`config.mk`:
```
export PLATFORM = sky130hd
export DESIGN_NAME = calc1_req_driver
export DESIGN_NICKNAME = d
export VERILOG_FILES = /design/src/rtl/calc1_req_driver.sv
export SDC_FILE = /design/constraint.sdc
export NUM_CORES = 1
export LEC_CHECK = 0
export ABC_AREA = 1
export CAP_MARGIN = 0
export CORE_MARGIN = 1.5
export CORE_UTILIZATION = 43
export CTS_CLUSTER_SIZE = 14
export DETAILED_ROUTE_END_ITERATION = 7
export PLACE_DENSITY = 0.8
export RECOVER_POWER = 50
export SETUP_SLACK_MARGIN = 0.1
export SYNTH_ARGS = -nofsm -noshare
export SYNTH_HDL_FRONTEND = slang
export SYNTH_SLANG_ARGS = --single-unit
```
`constraint.sdc`:
```
create_clock -name c_clk -period 3.7 [get_ports c_clk]
set_clock_uncertainty 0.15 [all_clocks]
set_input_delay 0.74 -clock c_clk [delete_from_list [all_inputs] [get_ports c_clk]]
set_output_delay 0.74 -clock c_clk [all_outputs]
set_load 0.01 [all_outputs]
```
`src/rtl/calc1_req_driver.sv`:
```
// calc1_req_driver
// Drives a single calc1 request port. The block accepts one whole transaction (cmd, op1, op2)
// on an upstream valid/ready interface and sends it onto the calc1 pins over two cycles: cmd
// with op1, then op2. It then waits for the calculator's response and returns the result to
// the upstream side.
//
// Ports
//   c_clk, reset                 rising-edge clock; synchronous active-high reset
//   txn_valid/txn_ready          upstream transaction handshake (txn_cmd, txn_op1, txn_op2)
//   req_cmd_out, req_data_out    registered calc1 request pins
//   out_resp, out_data           calc1 response pins
//   rsp_valid/rsp_ready          upstream result handshake (rsp_code, rsp_data, rsp_timeout)
//   txn_count, err_count         saturating counters: completed transactions and spurious responses
//
// State table
//   state  | meaning
//   IDLE   | bus quiet, txn_ready high, waiting for an upstream transaction
//   OP1    | bus carries cmd + op1 for one cycle
//   OP2    | bus carries cmd=0 + op2 for one cycle
//   WAIT   | bus quiet, timer running, waiting for out_resp != 0
//   DONE   | result presented upstream until rsp_valid && rsp_ready
module calc1_req_driver #(
   parameter int TIMEOUT_CYCLES = 64,
   parameter int CNT_W          = 16
) (
   input  logic             c_clk,
   input  logic             reset,
   input  logic             txn_valid,
   output logic             txn_ready,
   input  logic [3:0]       txn_cmd,
   input  logic [31:0]      txn_op1,
   input  logic [31:0]      txn_op2,
   output logic [3:0]       req_cmd_out,
   output logic [31:0]      req_data_out,
   input  logic [1:0]       out_resp,
   input  logic [31:0]      out_data,
   output logic             rsp_valid,
   input  logic             rsp_ready,
   output logic [1:0]       rsp_code,
   output logic [31:0]      rsp_data,
   output logic             rsp_timeout,
   output logic [CNT_W-1:0] txn_count,
   output logic [CNT_W-1:0] err_count
);

   localparam logic [2:0] S_IDLE = 3'd0;
   localparam logic [2:0] S_OP1  = 3'd1;
   localparam logic [2:0] S_OP2  = 3'd2;
   localparam logic [2:0] S_WAIT = 3'd3;
   localparam logic [2:0] S_DONE = 3'd4;

   localparam int TW = (TIMEOUT_CYCLES > 1) ? $clog2(TIMEOUT_CYCLES) : 1;
   localparam logic [TW-1:0] TIMER_LAST = TW'(TIMEOUT_CYCLES - 1);

   logic [2:0]       r_state;
   logic [TW-1:0]    r_timer;
   logic [31:0]      r_op2;
   logic [3:0]       r_req_cmd;
   logic [31:0]      r_req_data;
   logic             r_rsp_valid;
   logic [1:0]       r_rsp_code;
   logic [31:0]      r_rsp_data;
   logic             r_rsp_timeout;
   logic [CNT_W-1:0] r_txn_count;
   logic [CNT_W-1:0] r_err_count;

   logic w_resp_seen;
   logic w_handshake;

   assign w_resp_seen = (out_resp != 2'd0);
   assign w_handshake = r_rsp_valid && rsp_ready;

   assign txn_ready    = (r_state == S_IDLE) && !reset;
   assign req_cmd_out  = r_req_cmd;
   assign req_data_out = r_req_data;
   assign rsp_valid    = r_rsp_valid;
   assign rsp_code     = r_rsp_code;
   assign rsp_data     = r_rsp_data;
   assign rsp_timeout  = r_rsp_timeout;
   assign txn_count    = r_txn_count;
   assign err_count    = r_err_count;

   always_ff @(posedge c_clk) begin
      if (reset) begin
         r_state       <= S_IDLE;
         r_timer       <= '0;
         r_op2         <= '0;
         r_req_cmd     <= '0;
         r_req_data    <= '0;
         r_rsp_valid   <= 1'b0;
         r_rsp_code    <= '0;
         r_rsp_data    <= '0;
         r_rsp_timeout <= 1'b0;
         r_txn_count   <= '0;
         r_err_count   <= '0;
      end else begin
         // A response outside WAIT belongs to no transaction; count it and ignore its data.
         if (w_resp_seen && (r_state != S_WAIT) && (r_err_count != '1))
            r_err_count <= r_err_count + CNT_W'(1);

         case (r_state)
            S_IDLE: begin
               r_req_cmd  <= '0;
               r_req_data <= '0;
               if (txn_valid) begin
                  if (txn_cmd != 4'd0) begin
                     // The bus registers are loaded here so that op1 appears in the cycle right after acceptance.
                     r_req_cmd  <= txn_cmd;
                     r_req_data <= txn_op1;
                     r_op2      <= txn_op2;
                     r_state    <= S_OP1;
                  end else begin
                     r_rsp_code    <= '0;
                     r_rsp_data    <= '0;
                     r_rsp_timeout <= 1'b0;
                     r_rsp_valid   <= 1'b1;
                     r_state       <= S_DONE;
                  end
               end
            end
            S_OP1: begin
               r_req_cmd  <= '0;
               r_req_data <= r_op2;
               r_state    <= S_OP2;
            end
            S_OP2: begin
               r_req_cmd  <= '0;
               r_req_data <= '0;
               r_timer    <= '0;
               r_state    <= S_WAIT;
            end
            S_WAIT: begin
               r_req_cmd  <= '0;
               r_req_data <= '0;
               // If a response arrives on the same edge as the timeout, the response is used.
               if (w_resp_seen) begin
                  r_rsp_code    <= out_resp;
                  r_rsp_data    <= out_data;
                  r_rsp_timeout <= 1'b0;
                  r_rsp_valid   <= 1'b1;
                  r_state       <= S_DONE;
               end else if (r_timer == TIMER_LAST) begin
                  r_rsp_code    <= '0;
                  r_rsp_data    <= '0;
                  r_rsp_timeout <= 1'b1;
                  r_rsp_valid   <= 1'b1;
                  r_state       <= S_DONE;
               end else begin
                  r_timer <= r_timer + TW'(1);
               end
            end
            S_DONE: begin
               r_req_cmd  <= '0;
               r_req_data <= '0;
               if (w_handshake) begin
                  r_rsp_valid <= 1'b0;
                  if (r_txn_count != '1)
                     r_txn_count <= r_txn_count + CNT_W'(1);
                  r_state <= S_IDLE;
               end
            end
            default: begin
               r_req_cmd  <= '0;
               r_req_data <= '0;
               r_state    <= S_IDLE;
            end
         endcase
      end
   end

endmodule
```
==> key figures <==
Run status
  • Run status: finished, final reports clean

Yosys
  • Top post-synthesis cells by area: dfxtp_1 (47%), nand2_1 (11%), nor2_1 (9.7%), a21oi_1 (3.9%), a22oi_1 (3.9%)
  • Most frequent cells after synthesis: nand2_1 (178), nor2_1 (161), dfxtp_1 (145)
  • Number of flops mapped to enable cells by yosys: 0
  • Asr flop ratio synth: 0
  • Yosys top cell area share: 0.4674
  • Count leader, synth: nand2_1
  • Synth Net Count: 933
  • Post-Syn Area: 6211 um2
  • Library cells used by synthesis: 31
  • Post-synthesis cell count: 824
  • Top FF cell, synth: dfxtp_1
  • Syn avg cell area: 7.538 um2
  • Sequential fraction of the synthesis area: 0.4674
  • Synth area leader: dfxtp_1
  • Synth Warn #: 0
  • Synthesis-stage register bit count: 145

Finish
  • Cell Count, Final, Fillers Out: between 1000 and 1500
  • Multi-input logic area: 2863 um2
  • Layout Nets: 1129
  • Register area: 2903 um2
  • Layout cells sized above 1: 0.08616
  • Ant. Diodes: 0
  • Area growth syn-to-layout: 43.49%
  • FILL cells: 1238

Pwr
  • Static leakage: 3.497 nW
  • PD cells: around 530 nW/um2
  • Max IR drop VDD: 0.0003484 V

Global route
  • Vias in the first global route: 5727
  • Largest net degree at the start of global routing: 63
  • Tot GR Track Use: 0.2302
  • First-pass GRT wire length: between 20 and 30 mm
  • Initial antenna violation count: 0
  • Total gr overflow: 0

Die
  • Standard-cell rows: 43
  • Die span in x: 123.2 um
  • Initial core utilization: 0.4440
  • Area of the core: 13990 um2
  • Chip Height: 123.2 um
  • Die area: 15170 um2
  • I/O pins: 211

Timing
  • Slew Limit Headroom: 0.01896
  • RSZ-0062 raised after global routing: false
  • Worst slew pin tran: approximately 1500 ps
  • Pins over their slew limit: 0
  • Setup TNS: 0 ps
  • Fin crit period: 3053 ps
  • Final worst-path cycle share: 0.8251
  • F_max: between 300 and 400 MHz
  • WHS: between 300 and 400 ps
  • Endpoints failing setup: 0
  • Final hold violation count: 0
  • Worst setup margin: 646.9 ps

Critical path
  • CP cell instances: dlygate4sd3_1, nor2_1, nand3_1, nand2_1, nor2_1, clkbuf_1, o21ai_0, nor2_1
  • CP Class: primary input to register
  • CP required: 3900 ps
  • Worst EP arrival: 3260 ps
  • Crit-path max FO: 38
  • CP endpoint kind: register
  • R2r setup slk: 1010 ps
  • Cell with the largest stage delay on the worst path: clkbuf_1
  • CP max stage delay: 1090 ps
  • Crit path top cell by count: nor2_1
  • Crit start category: primary input

Clock network
  • Post-CTS resize count: 0
  • H-tree Lvls: 4
  • Clock Path Buffers: 2
  • Cts hold-fix bufs: 0
  • CTS Buf Count: 17
  • CTS sink count: roughly 150
  • CTS root buf: clkbuf_16
  • Clock latency on the worst-skew pair: 420 ps
  • CTS tree: yes
  • Post-CTS Setup Bufs: 0
  • Reg clk slew, reported paths: 60 ps

Detailed routing
  • DRC Markers: 0
  • Via count: between 6000 and 7000
  • Via density: 5.024
  • Drt initial violations: 456
  • TritonRoute pass-1 iters: 5
  • Routed WL: 17.13 mm
  • Antenna Violating Nets Remaining: 0
  • Routed len/inst: 14.12 um

Place
  • Dpl cells: roughly 1200
  • Pre-CTS setup slack: 895.4 ps
  • Port Buf Inserts: between 200 and 250
  • GP Congestion: 0.8660
  • HPWL Detailed: 11.93 mm

Worst hold path
  • Hold Path Class: register to register

Run
  • Max Cap Viol: 0
## cell usage in the layout (no fill, tap or decap), types with 11 or more instances in the layout
master / count
a21oi_2: 19
nand2_1: 181
nand4_1: 11
inv_1: 44
clkbuf_16: 17
a22oi_1: 32
o21ai_0: 38
dfxtp_1: 145
dlygate4sd3_1: 68
clkdlybuf4s50_1: 141
nand3_1: 46
nor2_1: 163
a21oi_1: 48
nand2_2: 22
## per-layer routing
layer,share of wire,track usage,wire length (um),vias to the layer above
met2,0.48,0.3833,8249,201
met3,0.081,0.09363,1383,30
met5,0,0,0,-
met4,0.023,0.09555,399,0
met1,0.41,0.2616,7101,2792
li1,-,-,-,3071
## critical path, delay by kind of cell
kind / cells / cell delay (ps)
compound gates: 1 / 210
buf+inv: 2 / 1640
simple gates: 5 / 640
## area by class of cell
class                   count  share of cell area
flip-flops and latches    145              0.3257
multi-input cells         593              0.3212
repair buffers            217              0.2402
clock buffers              17             0.04773
well taps                 180             0.02527
clock inverters            15             0.02050
inverters                  46             0.01937
## through the flow
step             util  area, um2  total power [mW]
6_report       0.6371       8912             4.726
5_1_grt        0.6371       8912             4.978
4_1_cts        0.6399       8951             4.824
3_5_place_dp   0.5964       8343             3.056
3_3_place_gp   0.5964       8343             3.033
2_1_floorplan       -       6211             2.612
## flip-flops by register name, summed over array words and instances (netlist names), 2 cells and up
| name | flops |
|---|---|
| r_state | 3 |
| r_op2 | 32 |
| req_data_out | 32 |
| r_timer | 6 |
| txn_count | 16 |
| req_cmd_out | 4 |
| rsp_code | 2 |
| rsp_data | 32 |
| err_count | 16 |
## path summary, 6_finish.rpt
| kind | cells after the start | endpoint | startpoint |
|---|---|---|---|
| setup / recovery | 8 | r_op2[0] | txn_cmd[1] |
| hold / removal | 2 | rsp_data[9] | rsp_data[9] |
| setup reg to reg | 8 | r_op2[0] | r_state[1] |
| hold reg to reg | 2 | rsp_data[9] | rsp_data[9] |
## where the power goes
group / internal, mW / leakage [nW] / switching, mW / total (mW)
Combinational: 0.437 / 2.03 / 0.639 / 1.08
Clock: 1.07 / 0.286 / 0.691 / 1.76
Sequential: 1.78 / 1.18 / 0.115 / 1.89
Total: 3.28 / 3.50 / 1.44 / 4.73
## kinds of logic (layout without fill, tap and decap cells)
logic type               Yosys count  after routing  synth area share
AND/OR/NAND/NOR                  440            440            0.3064
XOR/XNOR                          11             11           0.01551
flip-flops                       145            145            0.4674
adder cells (fa/ha/maj)            3              3          0.006044
buffers and inverters             86            295           0.06809
AO/OA/AOI/OAI                    139            139            0.1366
No activity file was read; power rests on OpenSTA's default activity.
